===== src/rtl/cpu_bus_responder.sv =====
// rtl/cpu_bus_responder.sv - T1..T4 sequenced bus target with local HRAM/IE and external forwarding
package cpu_pkg;
  typedef enum logic [2:0] {
    BUS_IDLE  = 3'd0,
    BUS_IF    = 3'd1,
    BUS_WRITE = 3'd2,
    BUS_READ  = 3'd3,
    BUS_IF_CB = 3'd4
  } bus_opcode_t;
endpackage

module cpu_bus_responder #(
  parameter int MAX_WAIT   = 15,
  parameter int HRAM_DEPTH = 127
) (
  input  logic                 clk,
  input  logic                 rst,
  cpu_bus_responder_if.slave   cpu,
  input  logic                 dma_active,
  output logic [7:0]           ie_reg,
  output logic [15:0]          ext_addr,
  output logic [7:0]           ext_wdata,
  output logic                 ext_rd,
  output logic                 ext_wr,
  input  logic [7:0]           ext_rdata,
  input  logic                 ext_ready,
  output logic                 bus_err
);
  import cpu_pkg::*;

  typedef enum logic [1:0] {T1 = 2'd0, T2 = 2'd1, T3 = 2'd2, T4 = 2'd3} phase_t;

  localparam int              HRAM_AW   = (HRAM_DEPTH > 1) ? $clog2(HRAM_DEPTH) : 1;
  localparam int              SW        = (MAX_WAIT > 0) ? $clog2(MAX_WAIT + 1) : 1;
  localparam logic [SW-1:0]   STALL_MAX = SW'(MAX_WAIT);
  localparam logic [31:0]     HRAM_BASE = 32'h0000_FF80;
  localparam logic [31:0]     HRAM_END  = HRAM_BASE + 32'(HRAM_DEPTH);

  // Encodings outside the defined set behave as IDLE.
  function automatic bus_opcode_t norm_op(input logic [2:0] raw);
    case (raw)
      3'd1:    return BUS_IF;
      3'd2:    return BUS_WRITE;
      3'd3:    return BUS_READ;
      3'd4:    return BUS_IF_CB;
      default: return BUS_IDLE;
    endcase
  endfunction

  // 0xFFFF is always IE even if HRAM_DEPTH would reach it.
  function automatic logic in_hram(input logic [15:0] a);
    return ({16'h0000, a} >= HRAM_BASE) && ({16'h0000, a} < HRAM_END) && (a != 16'hFFFF);
  endfunction

  function automatic logic is_read(input bus_opcode_t op);
    return (op == BUS_IF) || (op == BUS_READ) || (op == BUS_IF_CB);
  endfunction

  phase_t          phase_q, phase_d;
  bus_opcode_t     op_q, op_d;
  logic [15:0]     addr_q, addr_d;
  logic [7:0]      wdata_q, wdata_d;
  logic            dma_q, dma_d;
  logic [SW-1:0]   stall_q, stall_d;
  logic [7:0]      rdata_q, rdata_d;
  logic            rdata_valid_q, rdata_valid_d;
  logic [7:0]      opcode_q, opcode_d;
  logic            opcode_valid_q, opcode_valid_d;
  logic            opcode_cb_q, opcode_cb_d;
  logic            m_done_q, m_done_d;
  logic [7:0]      ie_q, ie_d;
  logic [15:0]     ext_addr_q, ext_addr_d;
  logic [7:0]      ext_wdata_q, ext_wdata_d;
  logic            ext_rd_q, ext_rd_d;
  logic            ext_wr_q, ext_wr_d;
  logic            bus_err_q, bus_err_d;

  logic [7:0]         hram_mem [HRAM_DEPTH];
  logic               hram_we;
  logic [HRAM_AW-1:0] hram_idx;
  logic [HRAM_AW-1:0] req_idx_unused;

  bus_opcode_t req_op;
  logic        req_ext;
  logic        req_live;
  logic        acc_ie, acc_hram, acc_ext, ext_live;
  logic        leave_t3, timed_out;
  logic [7:0]  local_rdata, result;

  // Decode of the request currently presented in T1 and of the latched one.
  always_comb begin
    req_op         = norm_op(cpu.bus_op);
    req_ext        = !in_hram(cpu.addr) && (cpu.addr != 16'hFFFF);
    req_live       = (phase_q == T1) && !rst && (req_op != BUS_IDLE) && req_ext && !dma_active;
    req_idx_unused = '0;
    acc_ie         = (addr_q == 16'hFFFF);
    acc_hram       = in_hram(addr_q);
    acc_ext        = !acc_ie && !acc_hram;
    ext_live       = acc_ext && !dma_q && (op_q != BUS_IDLE);
    hram_idx       = HRAM_AW'(addr_q - 16'hFF80);
    local_rdata    = acc_ie ? ie_q : hram_mem[hram_idx];
  end

  // Phase sequencing, wait-state handling and result capture.
  always_comb begin
    phase_d        = phase_q;
    op_d           = op_q;
    addr_d         = addr_q;
    wdata_d        = wdata_q;
    dma_d          = dma_q;
    stall_d        = stall_q;
    rdata_d        = rdata_q;
    rdata_valid_d  = 1'b0;
    opcode_d       = opcode_q;
    opcode_valid_d = 1'b0;
    opcode_cb_d    = opcode_cb_q;
    m_done_d       = 1'b0;
    ie_d           = ie_q;
    ext_addr_d     = ext_addr_q;
    ext_wdata_d    = ext_wdata_q;
    ext_rd_d       = ext_rd_q;
    ext_wr_d       = ext_wr_q;
    bus_err_d      = bus_err_q;
    hram_we        = 1'b0;
    leave_t3       = 1'b0;
    timed_out      = 1'b0;
    result         = 8'hFF;

    case (phase_q)
      T1: begin
        phase_d = T2;
        op_d    = req_op;
        addr_d  = cpu.addr;
        wdata_d = cpu.wdata;
        dma_d   = dma_active;
        stall_d = '0;
        if (req_live) begin
          ext_addr_d = cpu.addr;
          ext_rd_d   = is_read(req_op);
          if (req_op == BUS_WRITE) ext_wdata_d = cpu.wdata;
        end
      end
      T2: begin
        phase_d  = T3;
        ext_wr_d = ext_live && (op_q == BUS_WRITE);
      end
      T3: begin
        if (ext_live && !ext_ready) begin
          if (stall_q == STALL_MAX) begin
            leave_t3  = 1'b1;
            timed_out = 1'b1;
          end else begin
            stall_d = stall_q + 1'b1;
          end
        end else begin
          leave_t3 = 1'b1;
        end

        if (leave_t3) begin
          phase_d  = T4;
          ext_rd_d = 1'b0;
          ext_wr_d = 1'b0;
          m_done_d = 1'b1;
          if (timed_out) bus_err_d = 1'b1;

          if (!acc_ext)                  result = local_rdata;
          else if (ext_live && !timed_out) result = ext_rdata;
          else                           result = 8'hFF;

          if (op_q == BUS_WRITE && !acc_ext) begin
            if (acc_ie) ie_d = wdata_q;
            else        hram_we = 1'b1;
          end

          case (op_q)
            BUS_READ: begin
              rdata_d       = result;
              rdata_valid_d = 1'b1;
            end
            BUS_IF, BUS_IF_CB: begin
              opcode_d       = result;
              opcode_valid_d = 1'b1;
              opcode_cb_d    = (op_q == BUS_IF_CB);
            end
            default: ;
          endcase
        end
      end
      default: begin
        phase_d = T1;
      end
    endcase
  end

  // State and output registers.
  always_ff @(posedge clk or posedge rst) begin
    if (rst) begin
      phase_q        <= T1;
      op_q           <= BUS_IDLE;
      addr_q         <= 16'h0000;
      wdata_q        <= 8'h00;
      dma_q          <= 1'b0;
      stall_q        <= '0;
      rdata_q        <= 8'h00;
      rdata_valid_q  <= 1'b0;
      opcode_q       <= 8'h00;
      opcode_valid_q <= 1'b0;
      opcode_cb_q    <= 1'b0;
      m_done_q       <= 1'b0;
      ie_q           <= 8'h00;
      ext_addr_q     <= 16'h0000;
      ext_wdata_q    <= 8'h00;
      ext_rd_q       <= 1'b0;
      ext_wr_q       <= 1'b0;
      bus_err_q      <= 1'b0;
    end else begin
      phase_q        <= phase_d;
      op_q           <= op_d;
      addr_q         <= addr_d;
      wdata_q        <= wdata_d;
      dma_q          <= dma_d;
      stall_q        <= stall_d;
      rdata_q        <= rdata_d;
      rdata_valid_q  <= rdata_valid_d;
      opcode_q       <= opcode_d;
      opcode_valid_q <= opcode_valid_d;
      opcode_cb_q    <= opcode_cb_d;
      m_done_q       <= m_done_d;
      ie_q           <= ie_d;
      ext_addr_q     <= ext_addr_d;
      ext_wdata_q    <= ext_wdata_d;
      ext_rd_q       <= ext_rd_d;
      ext_wr_q       <= ext_wr_d;
      bus_err_q      <= bus_err_d;
    end
  end

  // HRAM array keeps its contents across reset.
  always_ff @(posedge clk) begin
    if (hram_we) hram_mem[hram_idx] <= wdata_q;
  end

  // The address is presented combinationally during T1, before the request is latched.
  assign ext_addr         = req_live ? cpu.addr : ext_addr_q;
  assign ext_wdata        = (req_live && req_op == BUS_WRITE) ? cpu.wdata : ext_wdata_q;
  assign ext_rd           = ext_rd_q;
  assign ext_wr           = ext_wr_q;
  assign ie_reg           = ie_q;
  assign bus_err          = bus_err_q;
  assign cpu.t_phase      = phase_q;
  assign cpu.m_done       = m_done_q;
  assign cpu.rdata        = rdata_q;
  assign cpu.rdata_valid  = rdata_valid_q;
  assign cpu.opcode       = opcode_q;
  assign cpu.opcode_valid = opcode_valid_q;
  assign cpu.opcode_cb    = opcode_cb_q;
endmodule


===== src/rtl/cpu_bus_responder_if.sv =====
// rtl/cpu_bus_responder_if.sv - CPU-side request/response bundle of the bus responder
interface cpu_bus_responder_if;
  logic [2:0]  bus_op;
  logic [15:0] addr;
  logic [7:0]  wdata;
  logic [1:0]  t_phase;
  logic        m_done;
  logic [7:0]  rdata;
  logic        rdata_valid;
  logic [7:0]  opcode;
  logic        opcode_valid;
  logic        opcode_cb;

  modport master (
    output bus_op, addr, wdata,
    input  t_phase, m_done, rdata, rdata_valid, opcode, opcode_valid, opcode_cb
  );

  modport slave (
    input  bus_op, addr, wdata,
    output t_phase, m_done, rdata, rdata_valid, opcode, opcode_valid, opcode_cb
  );
endinterface


===== src/flat_wrapper.sv =====
// flat-port wrapper written by rule: the top's interface ports become plain ports
module cpu_bus_responder_flat import cpu_pkg::*;
#(
  parameter int MAX_WAIT   = 15,
  parameter int HRAM_DEPTH = 127
)
  (clk, rst, dma_active, ie_reg, ext_addr, ext_wdata, ext_rd, ext_wr, ext_rdata, ext_ready, bus_err, cpu_bus_op, cpu_addr, cpu_wdata, cpu_t_phase, cpu_m_done, cpu_rdata, cpu_rdata_valid, cpu_opcode, cpu_opcode_valid, cpu_opcode_cb);
  cpu_bus_responder_if cpu_i ();
  input  logic clk;
  input  logic rst;
  input  logic dma_active;
  output logic [7:0] ie_reg;
  output logic [15:0] ext_addr;
  output logic [7:0] ext_wdata;
  output logic ext_rd;
  output logic ext_wr;
  input  logic [7:0] ext_rdata;
  input  logic ext_ready;
  output logic bus_err;
  input wire logic [$bits(cpu_i.bus_op)-1:0] cpu_bus_op;
  input wire logic [$bits(cpu_i.addr)-1:0] cpu_addr;
  input wire logic [$bits(cpu_i.wdata)-1:0] cpu_wdata;
  output wire logic [$bits(cpu_i.t_phase)-1:0] cpu_t_phase;
  output wire logic [$bits(cpu_i.m_done)-1:0] cpu_m_done;
  output wire logic [$bits(cpu_i.rdata)-1:0] cpu_rdata;
  output wire logic [$bits(cpu_i.rdata_valid)-1:0] cpu_rdata_valid;
  output wire logic [$bits(cpu_i.opcode)-1:0] cpu_opcode;
  output wire logic [$bits(cpu_i.opcode_valid)-1:0] cpu_opcode_valid;
  output wire logic [$bits(cpu_i.opcode_cb)-1:0] cpu_opcode_cb;
  assign cpu_i.bus_op = cpu_bus_op;
  assign cpu_i.addr = cpu_addr;
  assign cpu_i.wdata = cpu_wdata;
  assign cpu_t_phase = cpu_i.t_phase;
  assign cpu_m_done = cpu_i.m_done;
  assign cpu_rdata = cpu_i.rdata;
  assign cpu_rdata_valid = cpu_i.rdata_valid;
  assign cpu_opcode = cpu_i.opcode;
  assign cpu_opcode_valid = cpu_i.opcode_valid;
  assign cpu_opcode_cb = cpu_i.opcode_cb;
  cpu_bus_responder #(.MAX_WAIT(MAX_WAIT), .HRAM_DEPTH(HRAM_DEPTH)) u_core (.clk(clk), .rst(rst), .cpu(cpu_i), .dma_active(dma_active), .ie_reg(ie_reg), .ext_addr(ext_addr), .ext_wdata(ext_wdata), .ext_rd(ext_rd), .ext_wr(ext_wr), .ext_rdata(ext_rdata), .ext_ready(ext_ready), .bus_err(bus_err));
endmodule

===== config.mk =====
export PLATFORM = sky130hd
export DESIGN_NAME = cpu_bus_responder_flat
export DESIGN_NICKNAME = d
export VERILOG_FILES = /design/src/rtl/cpu_bus_responder.sv /design/src/rtl/cpu_bus_responder_if.sv /design/src/flat_wrapper.sv
export SDC_FILE = /design/constraint.sdc
export NUM_CORES = 1
export LEC_CHECK = 0
export CAP_MARGIN = 20
export CORE_UTILIZATION = 50
export DETAILED_ROUTE_END_ITERATION = 8
export GPL_ROUTABILITY_DRIVEN = 1
export PLACE_DENSITY = 0.66
export SKIP_CTS_REPAIR_TIMING = 1
export SLEW_MARGIN = 10
export SYNTH_ARGS = -nofsm -noshare
export SYNTH_HDL_FRONTEND = slang
export SYNTH_SLANG_ARGS = --single-unit

===== constraint.sdc =====
create_clock -name clk -period 6.25 [get_ports clk]
set_clock_uncertainty 0.1 [all_clocks]
set_input_delay 0.625 -clock clk [delete_from_list [all_inputs] [get_ports clk]]
set_output_delay 0.625 -clock clk [all_outputs]
set_load 0.03 [all_outputs]

# After elaboration in Yosys (flattened, before gate mapping)
# Memory sizes are Yosys's and may differ from the RTL's.
# Cells that the tools add are included.
# word_totals
regBits,89
latch_bits,0
ramBits,1016
rom_bits,0
in_bits,39
out_inout_bits,57
elab_cells,123
mem_count,1
# memory_table
name,depth,word_bits,read_ports,rd_clocked_by_memory_dff,write_ports,line,text
u_core.hram_mem,127,8,1,0,1,cpu_bus_responder.sv:78,logic [7:0] hram_mem [HRAM_DEPTH];
# op_classes
add_sub_neg,2
mul,0
div_mod_pow,0
magnitude_cmp,4
eq_ne,22
shifts,0
muxes,34
n_bitwise,0
n_reduce_logical,42
# ops
op,count
"16-bit >= comparator, second input constant",2
"16-bit < comparator, second input constant",2
8-bit two-way mux,4
"16-bit != test, second input constant",2
1-bit two-way mux,21
"3-bit by 2-bit equality test with 1-bit output, second input constant",6
3-bit AND reduction,6
1-bit logical AND,17
"16-bit equality test, second input constant",1
16-bit two-way mux,1
3-bit case mux with 4 select lines,1
"3-bit by 1-bit equality test with 1-bit output, second input constant",3
"3-bit equality test, second input constant",3
1-bit logical NOT,9
4-bit two-way mux,2
4-bit case mux with 2 select lines,1
"7-bit by 1-bit subtractor with 7-bit output, second input constant",1
"2-bit by 1-bit != test with 1-bit output, second input constant",3
2-bit case mux with 3 select lines,1
3-bit nonzero test,2
"4-bit by 1-bit adder with 4-bit output, second input constant",1
"4-bit equality test, second input constant",1
1-bit case mux with 2 select lines,2
4-bit AND reduction,1
9 further kinds,11

# Depth between registers and ports, before layout
# Gate-level depths: netlist of run 1.
# logic_depth
ltp_word,14
mapped_depth,10
depth_no_buf,8

# Worst setup path after synthesis of run 1
# OpenSTA, ideal clock, no wires.
# synth_timing
path_type,reg2out
from,"reg u_core.phase_q[0], in the netlist u_core.cpu.t_phase[0]"
to,out ext_wdata[1]
t_arrival_ns,2.141
setup_slack_ns,3.384
path_stages_with_launch,8
n_path_buf,2
cell_sequence,dfrtp_1 > inv_1 > ha_1 > clkbuf_1 > nand3_1 > nor3_2 > buf_2 > mux2_2
# synth_between
elab_chain_cells,7
# synth_rtl
item,line,text
from (decl),cpu_bus_responder.sv:59,"phase_t phase_q, phase_d;"
from (signal assigned),cpu_bus_responder.sv:217,phase_q <= phase_d;
2-bit logical NOT,cpu_bus_responder.sv:94,req_live = (phase_q == T1) && !rst && (req_op != BUS_IDLE) && req_ext && !dma_active;
1-bit logical AND (4 in a row),cpu_bus_responder.sv:94,
1-bit logical AND,cpu_bus_responder.sv:245,assign ext_wdata = (req_live && req_op == BUS_WRITE) ? cpu.wdata : ext_wdata_q;
8-bit two-way mux,cpu_bus_responder.sv:245,
to (decl),flat_wrapper.sv:14,output logic [7:0] ext_wdata;
# Every way passes these cells.

# Worst setup path after layout of run 1
# layout_timing
from,reg u_core.addr_q[0]
to,"mem u_core.hram_mem[43][6], enable pin"
# layout_between
elab_chain_cells,14
word_cells_on_any_way,23
cone_classes,add/sub (1); order compare (2); eq/ne (2); mux (8); reduce/logical (10)
# layout_rtl
item,line,text
from (decl),cpu_bus_responder.sv:61,"logic [15:0] addr_q, addr_d;"
from (signal assigned),cpu_bus_responder.sv:219,addr_q <= addr_d;
16-bit >= comparator or 16-bit < comparator (tied branches),cpu_bus_responder.sv:52,"return ({16'h0000, a} >= HRAM_BASE) && ({16'h0000, a} < HRAM_END) && (a != 16'hFFFF);"
1-bit logical AND (2 in a row),cpu_bus_responder.sv:52,
1-bit logical NOT,cpu_bus_responder.sv:98,acc_ext = !acc_ie && !acc_hram;
1-bit logical AND,cpu_bus_responder.sv:98,
1-bit logical AND (2 in a row),cpu_bus_responder.sv:99,ext_live = acc_ext && !dma_q && (op_q != BUS_IDLE);
1-bit logical AND,cpu_bus_responder.sv:148,if (ext_live && !ext_ready) begin
1-bit two-way mux,cpu_bus_responder.sv:148,
1-bit two-way mux,cpu_bus_responder.sv:129,case (phase_q)
1-bit two-way mux,cpu_bus_responder.sv:159,if (leave_t3) begin
1-bit two-way mux,cpu_bus_responder.sv:129,
1-bit two-way mux,cpu_bus_responder.sv:240,if (hram_we) hram_mem[hram_idx] <= wdata_q;
1-bit two-way mux (implied by the code),cpu_bus_responder.sv:240,
to (decl),cpu_bus_responder.sv:78,
# Several ways; a longest one is shown, not always the timed one. The select of a mux whose other input is x is not followed.

==> results.json, run 1 <==
{
  "slew_headroom_pct": 23.9,
  "synth_seq_cells": 1105,
  "port_buffers": 95,
  "gr-usage-all-layers_pct": 25.2,
  "nNetsFinal": 2645,
  "hold_class": "input port to asynchronous set/reset pin",
  "finalSetupTns_ns": 0,
  "fin_crit_ns": 4.16,
  "clock_sinks": 1105,
  "fin_crit_sh_pct": 66.6,
  "num-fill-cells": 6383,
  "area_delta_synth_final_pct": 12.7,
  "grt_max_degree": 130,
  "boundaryPins": 96,
  "rsz0062_at_grt": "false",
  "wl_met3_mm": 10.5,
  "largest_register_ffs": 1016,
  "die_area_sq_um": 87900,
  "synthXorXnorAreaFrac_pct": 0.0404,
  "synth_top_area_share_pct": 70.4,
  "via_per_inst": 6.31,
  "cp_slowest_cell": "dfrtp_4",
  "met2_length_mm": 52.9,
  "synthMuxAreaShare_pct": 9.86,
  "insertion_delay_ns": 0.67,
  "ir_drop_mv": 0.496,
  "worstReg2RegEnd": "u_core.hram_mem[43][6]",
  "top_regs": "u_core.hram_mem: 1016 flops, u_core.addr_q: 16 flops, u_core.ext_addr_q: 16 flops",
  "ys_seq_area_share_pct": 75.5,
  "yosysMostFrequentCell": "edfxtp_1",
  "htree_levels": 3,
  "p_per_area_nw_per_um2": 487,
  "routedWlPerCell_um": 28.9,
  "wl_met1_mm": 43.9,
  "setup_viol": 0,
  "path_cells": "and2_4 > nand2_2 > nor2_1",
  "dr.max_layer_used": "met4",
  "cp_data_arrival_time_ns": 4.36,
  "die_h_um": 296,
  "crit_fanout": 59,
  "rows": 107,
  "dp_hpwl_mm": 65.9,
  "synth_top_family_by_area": "multiplexers",
  "maxSlewViolCount": 0,
  "cpPeakStageDelay_ns": 0.96,
  "cp_top_family": "simple AND/OR/NAND/NOR gates",
  "synthAdderAreaFrac_pct": 0.115,
  "ant_nets": 0,
  "synth_ff_type": "edfxtp_1",
  "synthSimpleGateAreaFrac_pct": 3.75,
  "overflow": 0,
  "numCtsBuffers": 108,
  "fmax_mhz": 240,
  "tightest_slew_ns": 1.14,
  "synth_top_area_cell": "edfxtp_1",
  "instances_no_fill": 3836,
  "synth_edf_count": 1016,
  "wl_mm": 111,
  "routabilityCongestion": 0.882,
  "path_buf_inv": 0,
  "avgSynthCellArea_sq_um": 17.2,
  "grt_pass1_wl_mm": 160,
  "drive_gt1_share_pct": 14.2,
  "syn_nets": 2564,
  "leakagePower_nw": 15.6,
  "num_vias": 24200,
  "initial_core_util_pct": 50.7,
  "maxCapViolCount": 0,
  "status": "completed",
  "cts_tree": "built",
  "die-width_um": 296,
  "clkTransAtPathRegs_ns": 0.06,
  "critical_path_class": "flip-flop to flip-flop",
  "syn_inst": 2521,
  "core_sq_um": 85500,
  "setup.worst_path.start_class": "flip-flop",
  "ys_types": 59,
  "finalPower_mw": 23.8,
  "drt_iter0_markers": 2790,
  "r2r_slack_ns": 2.09,
  "r2r_cells": 3,
  "dp_cells": 3635,
  "drc": 0,
  "first_global_vias": 23900,
  "required_ns": 6.45,
  "antenna_found_initial": 1,
  "clock_path_buffers": 3,
  "regMostFlops": "u_core.hram_mem",
  "worst_setup_path_end_kind": "flip-flop",
  "root_buffer": "clkbuf_16",
  "hold_viol_final": 0,
  "yosys_warnings": 0,
  "netlist_area_sq_um": 43300,
  "timing.rr.start": "u_core.addr_q[0]",
  "yosys-top-cells-area": "edfxtp_1 (70%), mux2i_1 (5.2%), dfrtp_1 (5.1%), a221oi_1 (3.9%), mux2_2 (2.2%)",
  "dr.pass1.iters": 6,
  "synth-compound-area-share_pct": 8.56,
  "ys_async_sr_fraction_pct": 8.05,
  "synth_commonest_cells": "edfxtp_1 (1,016), nor2_1 (247), mux2i_1 (227)"
}
-- area by class of cell --
| type | instances | area, sq um | share of cell area, % |
|---|---|---|---|
| flip-flops and latches | 1105 | 32800 | 67.1 |
| clock inverters | 61 | 561 | 1.15 |
| clock buffers | 138 | 2980 | 6.10 |
| repair buffers | 141 | 1320 | 2.70 |
| well taps | 1144 | 1430 | 2.93 |
| diodes | 1 | 2.50 | 0.00512 |
| multi-input cells | 1236 | 9740 | 19.9 |
| inverters | 10 | 41.3 | 0.0845 |
-- power breakdown --
group	leakage [nW]	internal (mW)	total [mW]	switching [mW]
sequential	10.2	9.36	10.3	0.978
combinational	3.69	2.28	6.96	4.68
clock	1.76	3.74	6.47	2.73
-- routing by layer --
layer	vias up	global-route usage (%)
li1	10400	-
met1	12400	34.3
met2	1256	40.1
met3	205	5.71
met4	0	8.80
met5	-	0
-- layout by cell type (no fill, tap or decap), types with 78 or more instances in the layout --
cell / Yosys / routed
a221oi_1: 193 / 193
clkbuf_16: 0 / 113
clkdlybuf4s50_1: 0 / 95
dfrtp_1: 89 / 78
edfxtp_1: 1016 / 1016
mux2_2: 83 / 83
mux2i_1: 227 / 227
nor2_1: 247 / 247
o21ai_0: 99 / 99
o22ai_1: 99 / 99
-- worst register-to-register path: stages (launching register included) --
cell     delay, ns
dfrtp_4       0.96
and2_4        0.96
nand2_2       0.85
nor2_1        0.92
-- worst max path at each step --
stage / from / endpoint / slack [ns] / cells past startpoint
2_1_floorplan: rst / u_core.addr_q[0] / 3.22 / 1
3_3_place_gp: cpu_addr[15] / ext_wdata[0] / 2.08 / 8
3_5_place_dp: cpu_addr[12] / ext_wdata[1] / 2.03 / 8
4_1_cts: cpu_addr[12] / ext_wdata[7] / 2.02 / 8
5_1_grt: cpu_bus_op[2] / ext_addr[5] / 1.93 / 6
6_report: u_core.addr_q[0] / u_core.hram_mem[43][6] / 2.09 / 3
-- cells by family after synthesis --
| family | count (synthesis) |
|---|---|
| AO/OA/AOI/OAI | 510 |
| AND/OR/NAND/NOR | 364 |
| XOR/XNOR | 2 |
| buffers and inverters | 180 |
| flip-flops | 1105 |
| multiplexers | 356 |
| adder cells (fa/ha/maj) | 4 |
-- metrics by stage --
step | instance area, sq um | setup WS, ns | hold slack [ns] | util, %
after floorplan | 43300 | 3.22 | 0.377 | -
after global placement | 45300 | 2.08 | 0.377 | 53.0
after detailed placement | 45300 | 2.03 | 0.390 | 53.0
after CTS | 48800 | 2.02 | 0.302 | 57.1
after global routing | 48900 | 1.93 | 0.353 | 57.1
final | 48900 | 2.09 | 0.291 | 57.1
(Power assumes the default switching activity.)
==> inputs of run 2 (changes only) <==
==> constraint.sdc (replaced) <==
create_clock -name clk -period 4 [get_ports clk]
set_clock_uncertainty 0.1 [all_clocks]
set_input_delay 0.4 -clock clk [delete_from_list [all_inputs] [get_ports clk]]
set_output_delay 0.4 -clock clk [all_outputs]
set_load 0.03 [all_outputs]
==> run 2 against run 1 <==
First-iteration DRC count fell by 5.1%. Setup slack got worse by 1.8 ns. Combinational power is 62% higher. Cell count rose by 1.4%. Sequential share of layout area shrank 0.64 points. Register-to-register slack worse by 1.8 ns. Utilization rose by 0.55 points. Critical path depth increased by 6. Total power up 56%. Maximum frequency up 11%. Clock power rose by 52%. Count of clock-buffer cells in the layout decreased by 1. Critical endpoint is now u_core.cpu.rdata[7].
==> results.json, run 2 (same netlist as run 1, synthesis figures left out) <==
{
  "status": "completed",
  "setup_viol": 0,
  "routabilityCongestion": 0.864,
  "clock_path_buffers": 3,
  "gr-usage-all-layers_pct": 24.8,
  "cp_data_arrival_time_ns": 4.18,
  "port_buffers": 95,
  "core_sq_um": 85500,
  "grt_max_degree": 98,
  "leakagePower_nw": 15.9,
  "wl_mm": 108,
  "fin_area_sq_um": 49300,
  "die_area_sq_um": 87900,
  "regMostFlops": "u_core.hram_mem",
  "slew_headroom_pct": 25.3,
  "layout_commonest_cell": "edfxtp_1",
  "grt_pass1_wl_mm": 159,
  "numCtsBuffers": 109,
  "drive_gt1_share_pct": 15.3,
  "maxSlewViolCount": 0,
  "final_cell_mix": "edfxtp_1 (1,016), nor2_1 (247), mux2i_1 (227)",
  "die_h_um": 296,
  "clock_sinks": 1105,
  "tightest_slew_ns": 1.12,
  "p_per_area_nw_per_um2": 753,
  "hold_class": "input port to flip-flop",
  "routedWlPerCell_um": 27.8,
  "dp_hpwl_mm": 66.5,
  "maxCapViolCount": 0,
  "boundaryPins": 96,
  "root_buffer": "clkbuf_16",
  "fin_crit_ns": 3.75,
  "antenna_found_initial": 0,
  "area_delta_synth_final_pct": 13.8,
  "hold_viol_final": 0,
  "initial_core_util_pct": 50.7,
  "via_per_inst": 6.25,
  "dp_cells": 3688,
  "die-width_um": 296,
  "drt_iter0_markers": 2647,
  "cts_tree": "built",
  "postPlaceCellArea_sq_um": 45800,
  "first_global_vias": 24200,
  "dr.pass1.iters": 7,
  "instances_no_fill": 3890,
  "fmax_mhz": 267,
  "largest_register_ffs": 1016,
  "setup.worst_path.start_class": "flip-flop",
  "insertion_delay_ns": 0.67,
  "ant_nets": 0,
  "rsz0062_at_grt": "false",
  "nNetsFinal": 2701,
  "critical_path_class": "flip-flop to flip-flop",
  "overflow": 0,
  "hold_depth": 2,
  "rows": 107,
  "r2r_cells": 9,
  "antennaDiodeCount": 0,
  "num_vias": 24300,
  "clkTransAtPathRegs_ns": 0.06,
  "required_ns": 4.43,
  "num-fill-cells": 6305,
  "finalSetupTns_ns": 0,
  "crit_fanout": 48,
  "fin_crit_sh_pct": 93.7,
  "drc": 0,
  "ir_drop_mv": 0.784,
  "worst_setup_path_end_kind": "flip-flop",
  "htree_levels": 3,
  "top_regs": "u_core.hram_mem: 1016 flops, u_core.addr_q: 16 flops, u_core.ext_addr_q: 16 flops"
}
-- run 2: final timing paths --
kind	startpoint	end	slack, ns
worst max-delay path	u_core.addr_q[0]	u_core.cpu.rdata[7]	0.25
max in group asynchronous	rst	u_core.cpu.opcode[2]	2.59
worst max register to register	u_core.addr_q[0]	u_core.cpu.rdata[7]	0.25
worst min-delay path	dma_active	u_core.dma_q	0.32
min in group asynchronous	rst	u_core.ext_wdata_q[5]	0.51
worst min register to register	u_core.bus_err	u_core.bus_err	0.39
-- run 2: metal layers --
metal / GRT usage (%) / part of all wire, %
met5: 0 / 0
met4: 9.58 / 3.6
met3: 4.72 / 8.7
met2: 39.4 / 48
met1: 34.0 / 40
-- run 2: report_power, final --
| group | internal, mW | switching, mW |
|---|---|---|
| combinational | 4.02 | 7.32 |
| sequential | 14.6 | 1.32 |
| clock | 5.65 | 4.20 |
| total | 24.3 | 12.8 |
-- run 2: worst max-delay path, stage by stage, from the launching register on --
cell	delay, ns
dfrtp_4	0.65
and2_4	0.41
buf_4	0.35
a221oi_1	0.33
nor2_1	0.08
o21ai_0	0.43
a41oi_1	0.39
nor4_2	0.51
buf_4	0.22
o21ai_1	0.06
-- run 2: area by class of cell --
| type | instances | area [sq um] | share of cell area, % |
|---|---|---|---|
| clock inverters | 62 | 547 | 1.11 |
| multi-input cells | 1236 | 9720 | 19.7 |
| repair buffers | 196 | 1940 | 3.93 |
| flip-flops and latches | 1105 | 32800 | 66.4 |
| inverters | 10 | 41.3 | 0.0837 |
| well taps | 1144 | 1430 | 2.90 |
| clock buffers | 137 | 2880 | 5.83 |
-- run 2: stage by stage --
stage                     hold WS [ns]  power (mW)  setup slack [ns]  utilization [%]
after detailed placement         0.373        27.4             0.361             53.6
after floorplan                  0.377        22.7              1.19                -
final                            0.317        37.1             0.253             57.7
after global routing             0.308        38.4             0.172             57.7
after CTS                        0.257        37.1             0.346             57.6
after global placement           0.364        27.1             0.386             53.6
